File: src/rtl/game_status.sv
// Game-state sequencer, BCD score and life counter for the brick breaker,
// plus the combinational status-bar overlay (lives, score, state divider).
module game_status #(
  parameter int LIVES_INIT   = 3,
  parameter int PAUSE_CYCLES = 25_000_000
) (
  input  logic        clk,
  input  logic        rst,
  input  logic        launch_n,
  input  logic [9:0]  collide_block,
  input  logic [9:0]  alive,
  input  logic        ball_lost,
  input  logic [9:0]  x,
  input  logic [9:0]  y,
  input  logic        active_pixels,
  output logic [2:0]  game_state,
  output logic        ball_hold,
  output logic        restart,
  output logic [11:0] score,
  output logic [1:0]  lives,
  output logic [23:0] status_color
);

  localparam int PW = (PAUSE_CYCLES > 1) ? $clog2(PAUSE_CYCLES) : 1;
  localparam logic [PW-1:0] PAUSE_LOAD = PW'(PAUSE_CYCLES - 1);

  typedef enum logic [2:0] {
    S_IDLE  = 3'd0,
    S_SERVE = 3'd1,
    S_PLAY  = 3'd2,
    S_LOST  = 3'd3,
    S_WIN   = 3'd4,
    S_OVER  = 3'd5
  } state_t;

  state_t        state_q, state_d;
  logic [11:0]   score_q, score_d;
  logic [1:0]    lives_q, lives_d;
  logic [PW-1:0] pause_q, pause_d;
  logic          restart_q, restart_d;
  logic          launch_sync1_q, launch_sync2_q, launch_prev_q;
  logic [9:0]    collide_q;

  logic          press;
  logic [9:0]    hits;
  logic [3:0]    hit_cnt;
  logic [11:0]   score_sum;

  always_ff @(posedge clk) begin
    if (rst) begin
      state_q        <= S_IDLE;
      score_q        <= 12'h000;
      lives_q        <= 2'(LIVES_INIT);
      pause_q        <= '0;
      restart_q      <= 1'b0;
      launch_sync1_q <= 1'b1;
      launch_sync2_q <= 1'b1;
      launch_prev_q  <= 1'b1;
      collide_q      <= '0;
    end else begin
      state_q        <= state_d;
      score_q        <= score_d;
      lives_q        <= lives_d;
      pause_q        <= pause_d;
      restart_q      <= restart_d;
      launch_sync1_q <= launch_n;
      launch_sync2_q <= launch_sync1_q;
      launch_prev_q  <= launch_sync2_q;
      collide_q      <= collide_block;
    end
  end

  assign press = launch_prev_q & ~launch_sync2_q;
  assign hits  = collide_block & ~collide_q;

  always_comb begin
    hit_cnt = 4'd0;
    for (int i = 0; i < 10; i++) begin
      hit_cnt = hit_cnt + 4'(hits[i]);
    end
  end

  // Popcount is at most 10, so each BCD digit carries at most once.
  logic [4:0] u_sum, t_sum, h_sum, u_adj, t_adj;
  logic       u_carry, t_carry;
  always_comb begin
    u_sum   = {1'b0, score_q[3:0]} + {1'b0, hit_cnt};
    u_adj   = u_sum - 5'd10;
    u_carry = (u_sum >= 5'd10);
    t_sum   = {1'b0, score_q[7:4]} + {4'd0, u_carry};
    t_adj   = t_sum - 5'd10;
    t_carry = (t_sum >= 5'd10);
    h_sum   = {1'b0, score_q[11:8]} + {4'd0, t_carry};
    score_sum = {h_sum[3:0], (t_carry ? t_adj[3:0] : t_sum[3:0]),
                 (u_carry ? u_adj[3:0] : u_sum[3:0])};
    if (h_sum >= 5'd10) begin
      score_sum = 12'h999;
    end
  end

  always_comb begin
    state_d   = state_q;
    score_d   = score_q;
    lives_d   = lives_q;
    pause_d   = pause_q;
    restart_d = 1'b0;
    case (state_q)
      S_IDLE:  state_d = S_SERVE;
      S_SERVE: if (press) state_d = S_PLAY;
      S_PLAY: begin
        score_d = score_sum;
        if (alive == 10'd0) begin
          state_d = S_WIN;
        end else if (ball_lost) begin
          lives_d = lives_q - 2'd1;
          if (lives_q == 2'd1) begin
            state_d = S_OVER;
          end else begin
            state_d = S_LOST;
            pause_d = PAUSE_LOAD;
          end
        end
      end
      S_LOST: begin
        if (pause_q == '0) state_d = S_SERVE;
        else               pause_d = pause_q - 1'b1;
      end
      S_WIN, S_OVER: begin
        if (press) begin
          restart_d = 1'b1;
          score_d   = 12'h000;
          lives_d   = 2'(LIVES_INIT);
          state_d   = S_SERVE;
        end
      end
      default: state_d = S_IDLE;
    endcase
  end

  assign game_state = state_q;
  assign ball_hold  = (state_q != S_PLAY);
  assign restart    = restart_q;
  assign score      = score_q;
  assign lives      = lives_q;

  logic [31:0] xw, yw;
  assign xw = {22'd0, x};
  assign yw = {22'd0, y};

  // Digit cells: index 0 is hundreds at the left, 2 is units.
  logic [2:0] digit_on;
  genvar gi;
  generate
    for (gi = 0; gi < 3; gi++) begin : g_digit
      localparam int X0 = 600 + 12 * gi;
      logic [3:0]  val;
      logic [6:0]  segs;  // {a,b,c,d,e,f,g}
      logic [31:0] col, row;
      logic        in_cell;
      logic        on_a, on_b, on_c, on_d, on_e, on_f, on_g;

      assign val = score_q[4*(2-gi) +: 4];

      always_comb begin
        case (val)
          4'd0:    segs = 7'b1111110;
          4'd1:    segs = 7'b0110000;
          4'd2:    segs = 7'b1101101;
          4'd3:    segs = 7'b1111001;
          4'd4:    segs = 7'b0110011;
          4'd5:    segs = 7'b1011011;
          4'd6:    segs = 7'b1011111;
          4'd7:    segs = 7'b1110000;
          4'd8:    segs = 7'b1111111;
          4'd9:    segs = 7'b1111011;
          default: segs = 7'b0000000;
        endcase
      end

      assign in_cell = (xw >= 32'(X0)) && (xw <= 32'(X0 + 7)) &&
                       (yw >= 32'd2) && (yw <= 32'd15);
      assign col = xw - 32'(X0);
      assign row = yw - 32'd2;

      assign on_a = segs[6] && (row <= 32'd1);
      assign on_b = segs[5] && (col >= 32'd6) && (row <= 32'd7);
      assign on_c = segs[4] && (col >= 32'd6) && (row >= 32'd6);
      assign on_d = segs[3] && (row >= 32'd12);
      assign on_e = segs[2] && (col <= 32'd1) && (row >= 32'd6);
      assign on_f = segs[1] && (col <= 32'd1) && (row <= 32'd7);
      assign on_g = segs[0] && (row >= 32'd6) && (row <= 32'd7);

      assign digit_on[gi] = in_cell &&
                            (on_a || on_b || on_c || on_d || on_e || on_f || on_g);
    end
  endgenerate

  logic pip_on;
  always_comb begin
    pip_on = 1'b0;
    for (int i = 0; i < 3; i++) begin
      if ((i < int'(lives_q)) &&
          (xw >= 32'(8 + 16 * i)) && (xw <= 32'(15 + 16 * i)) &&
          (yw >= 32'd4) && (yw <= 32'd11)) begin
        pip_on = 1'b1;
      end
    end
  end

  logic [23:0] divider_color;
  always_comb begin
    case (state_q)
      S_PLAY:  divider_color = 24'h808080;
      S_WIN:   divider_color = 24'h00FF00;
      S_OVER:  divider_color = 24'hFF0000;
      default: divider_color = 24'h0000FF;
    endcase
  end

  always_comb begin
    status_color = 24'h000000;
    if (active_pixels && (yw < 32'd18)) begin
      if (|digit_on)          status_color = 24'hFFFF00;
      else if (pip_on)        status_color = 24'hFF0000;
      else if (yw >= 32'd16)  status_color = divider_color;
    end
  end

endmodule

File: config.mk
export PLATFORM = sky130hd
export DESIGN_NAME = game_status
export DESIGN_NICKNAME = d
export VERILOG_FILES = /design/src/rtl/game_status.sv
export SDC_FILE = /design/constraint.sdc
export NUM_CORES = 1
export LEC_CHECK = 0
export ABC_AREA = 1
export ABC_CLOCK_PERIOD_IN_PS = 9000
export BUFFER_PORTS_ARGS = -buffer_cell sky130_fd_sc_hd__buf_4
export CAP_MARGIN = 10
export CORE_ASPECT_RATIO = 0.6
export CORE_MARGIN = 2
export CORE_UTILIZATION = 45
export DETAILED_ROUTE_END_ITERATION = 7
export HOLD_SLACK_MARGIN = 0.1
export PLACE_DENSITY = 0.71
export RECOVER_POWER = 25
export SYNTH_ARGS = -nofsm -noshare
export SYNTH_HDL_FRONTEND = slang
export SYNTH_SLANG_ARGS = --single-unit
File: constraint.sdc
create_clock -name clk -period 9 [get_ports clk]
set_input_delay 0.9 -clock clk [delete_from_list [all_inputs] [get_ports clk]]
set_output_delay 0.9 -clock clk [all_outputs]
set_load 0.02 [all_outputs]
==> run_results.csv <==
group,metric,value,unit
logic_synthesis,synth.lib_cells_used.distinct,51,
grt,wire_length_of_the_first_global_routing_pass,24.3,mm
worst_setup_path,regToRegStartpoint,"score[0]",
timing,fmax,134,MHz
worst_setup_path,crit_fanout,7,
timing,period_minus_slack,7.44,ns
power_and_ir_drop,register_share_of_total_power,27.8,%
timing,worst-slew-pin-transition,1.93,ns
job,cap_violations,1,
placement,numPortBuffers,87,
grt,antenna_violations_before_repair,0,
clock_tree,cts_hold_repair.buffers,0,
grt,grt_max_degree,43,
clock_tree,cts_buffers,9,
die,initial_cell_density_of_the_core,45.9,%
clock_tree,clock_insertion_delay_worst_skew,0.33,ns
layout,synthToLayoutAreaGrowth,15.0,%
logic_synthesis,synth.cells.most_frequent,"nand2_1, inv_1, nor2_1",
layout,drive_gt1_share,11.3,%
timing,final_setup_violation_count,0,
logic_synthesis,yosys-top-cells-area,"dfxtp_1, nand2_1, ha_1",
clock_tree,tritoncts,"built",
clock_tree,cts.reportedPaths.clkPinSlew,0.06,ns
logic_synthesis,synth_enable_flop_cells,0,
clock_tree,cts.path.max_buffers,2,
worst_setup_path,timing.critical_path.to_type,"register",
logic_synthesis,synthDominantAreaCellType,"dfxtp_1",
clock_tree,cts_sinks,77,
clock_tree,cts_repair_resize_count,0,
detailed_routing,detail_route.wl_per_cell,12.9,um
worst_setup_path,endpoint,"g_digit[2].segs[3]",
worst_setup_path,path_class,"input pin to register",
layout,ant_diodes,0,
detailed_routing,routed_via_density,4.98,
logic_synthesis,seq_area_frac_synth,26.2,%
power_and_ir_drop,clock_power_share,18.9,%
worst_setup_path,slowest_delay,0.56,ns
placement,placed_area,6560,sq um
logic_synthesis,yosys_warnings,0,
worst_setup_path,cp-startpoint,"collide_block[0]",
min_path,min-delay-path-class,"register to register",
layout,fin_area,6770,sq um
logic_synthesis,asyncSetResetFlopFracSynth,0,%
clock_tree,clock_tree.root_cell,"clkbuf_16",
logic_synthesis,synthesis.instances,905,
detailed_routing,dr.pass1.iters,5,
die,ioPinCount,88,
detailed_routing,remaining_drc_errors,0,
logic_synthesis,ys_seq_elements,77,
clock_tree,post-cts-setup-buffers,0,
worst_setup_path,rr_endpoint,"g_digit[2].segs[3]",
placement,placed_cells_incl_taps,1134,
layout,final_cells,1150,
worst_setup_path,critPathBufInv,8,
power_and_ir_drop,power.net_switching,0.801,mW
clock_tree,htree_num_levels,3,
timing,slew_margin_rel,-28.3,%
logic_synthesis,postSynthAreaPerCell,6.50,sq um
timing,skew,0.00749,ns
detailed_routing,drtAntennaViolNets,0,
logic_synthesis,synthesized_netlist_net_count,1012,
worst_setup_path,timing.critical_path.slowest_stage_cell,"fa_1",
worst_setup_path,data_arrival_time_of_the_critical_path,7.71,ns
power_and_ir_drop,comb_power_share,53.4,%
logic_synthesis,netlist.area_leader.share,26.2,%
timing,drv_slew,43,
die,floorplan.die.width,152,um
placement,finalWeightedCongestion,0.983,
logic_synthesis,post-synth-top-count-cell,"nand2_1",
grt,grt_pass1_vias,4950,
layout,numnets_final,1082,
logic_synthesis,synth.cell_area,5880,sq um
worst_setup_path,worstRegToRegCells,38,
grt,grt_overflow_total,0,
worst_setup_path,flop2flop_setup_slack,1.97,ns
worst_setup_path,worst_setup_path_start_kind,"input pin",
timing,final_min_period_over_clock_period,82.7,%
grt,grt_use_total,21.6,%
power_and_ir_drop,vdd_drop_max,0.154,mV
timing,finalSetupTns,0,ns
worst_setup_path,path_common_cell,"nand2_1",
detailed_routing,drt-initial-drc-count,382,
worst_setup_path,cp.required,9.27,ns
timing,final_hold_viol_count,0,
die,floorplan.die_area,14000,sq um
worst_setup_path,critPathTopFamily,"adder cells",
die,row_count,32,
power_and_ir_drop,power_leakage,3.54,nW
worst_setup_path,cp.depth,41,
logic_synthesis,synth_ff_type,"dfxtp_1",
run_status,violations_in_the_final_reports,"capacitance limit, slew limit",
power_and_ir_drop,power.density_cell_area,253,nW/um^2
detailed_routing,dr_total_vias,5722,
run_status,outcome,"finished with violations",
timing,rsz0062_at_grt,"no",
min_path,hold_depth,2,
power_and_ir_drop,sw_frac_of_total,46.7,%
die,die_h,92.6,um
detailed_routing,wl,14.8,mm
die,core-area,12800,sq um
power_and_ir_drop,p_int,0.913,mW
placement,detailedPlacementHpwl,11.9,mm
==> through the flow <==
stage / util, % / power [mW] / setup WS, ns / hold slack (ns)
2_1_floorplan: - / 1.14 / 1.97 / 0.389
3_3_place_gp: 51.2 / 1.36 / 1.61 / 0.402
3_5_place_dp: 51.2 / 1.38 / 1.38 / 0.411
4_1_cts: 53.2 / 1.71 / 1.65 / 0.425
5_1_grt: 52.8 / 1.87 / 0.923 / 0.430
6_report: 52.8 / 1.71 / 1.56 / 0.418
==> area by class of cell <==
| type | instances | area, sq um |
|---|---|---|
| Inverter | 147 | 552 |
| Sequential cell | 77 | 1540 |
| Fill cell | 1328 | 6050 |
| Clock buffer | 11 | 233 |
| Multi-Input combinational cell | 653 | 3600 |
| Timing Repair Buffer | 87 | 597 |
| Tap cell | 170 | 213 |
| Clock inverter | 5 | 27.5 |
==> worst min-delay path: stages (launching register included) <==
cell     delay, ns
dfxtp_1       0.30
inv_1         0.04
nand2_1       0.04
==> flip-flops by register name, summed over array words and instances (netlist names) <==
register / flops
score: 12
launch_sync1_q: 1
launch_prev_q: 1
pause_q: 25
game_state: 3
launch_sync2_q: 1
lives: 2
g_digit.segs: 21
restart: 1
collide_q: 10
==> layout by cell type, fill, tap and decap left out, drive strengths merged <==
cell type	n
o21ai	52
xor2	8
or2	8
nor4	1
a221oi	1
o32ai	1
o221ai	1
a31oi	6
nor2	119
clkinv	5
inv	146
o22ai	1
nand2	235
a211oi	2
a21boi	3
o31ai	2
o311ai	1
nand4	12
o21bai	1
clkinvlp	1
xnor2	4
ha	55
nor3	18
and2	1
fa	7
o21a	2
buf	72
o211ai	4
nand2b	1
a21oi	52
nand3	51
dfxtp	77
a311oi	1
and3	1
a22o	2
clkbuf	26
==> kinds of logic after synthesis <==
logic type | after synthesis | synth area share, %
compound gates | 132 | 12.6
xor+xnor | 12 | 1.79
fa+ha+maj | 62 | 14.1
buf+inv | 175 | 12.6
flops | 77 | 26.2
simple gates | 447 | 32.8
==> worst min-delay path by stage <==
stage	start	end	slack, ns
final	launch_sync2_q	launch_prev_q	0.42
after CTS	launch_sync2_q	launch_prev_q	0.42
after global routing	launch_sync2_q	launch_prev_q	0.43
after global placement	launch_sync2_q	launch_prev_q	0.40
after detailed placement	launch_sync2_q	launch_prev_q	0.41
after floorplan	launch_sync1_q	launch_sync2_q	0.39
==> power groups by stage <==
stage	Sequential (mW)	Combinational, mW	Clock, mW
2_1_floorplan	0.482	0.663	0
4_1_cts	0.474	0.909	0.330
5_1_grt	0.487	1.04	0.342
3_5_place_dp	0.480	0.897	0
6_report	0.476	0.915	0.324
3_3_place_gp	0.480	0.877	0
==> metal layers <==
layer,global-route usage [%],share of wire (%)
met5,0,0
met4,2.78,0.51
met3,5.42,9.7
met2,28.9,37
met1,34.8,53
Power figures use the tool's default switching activity.
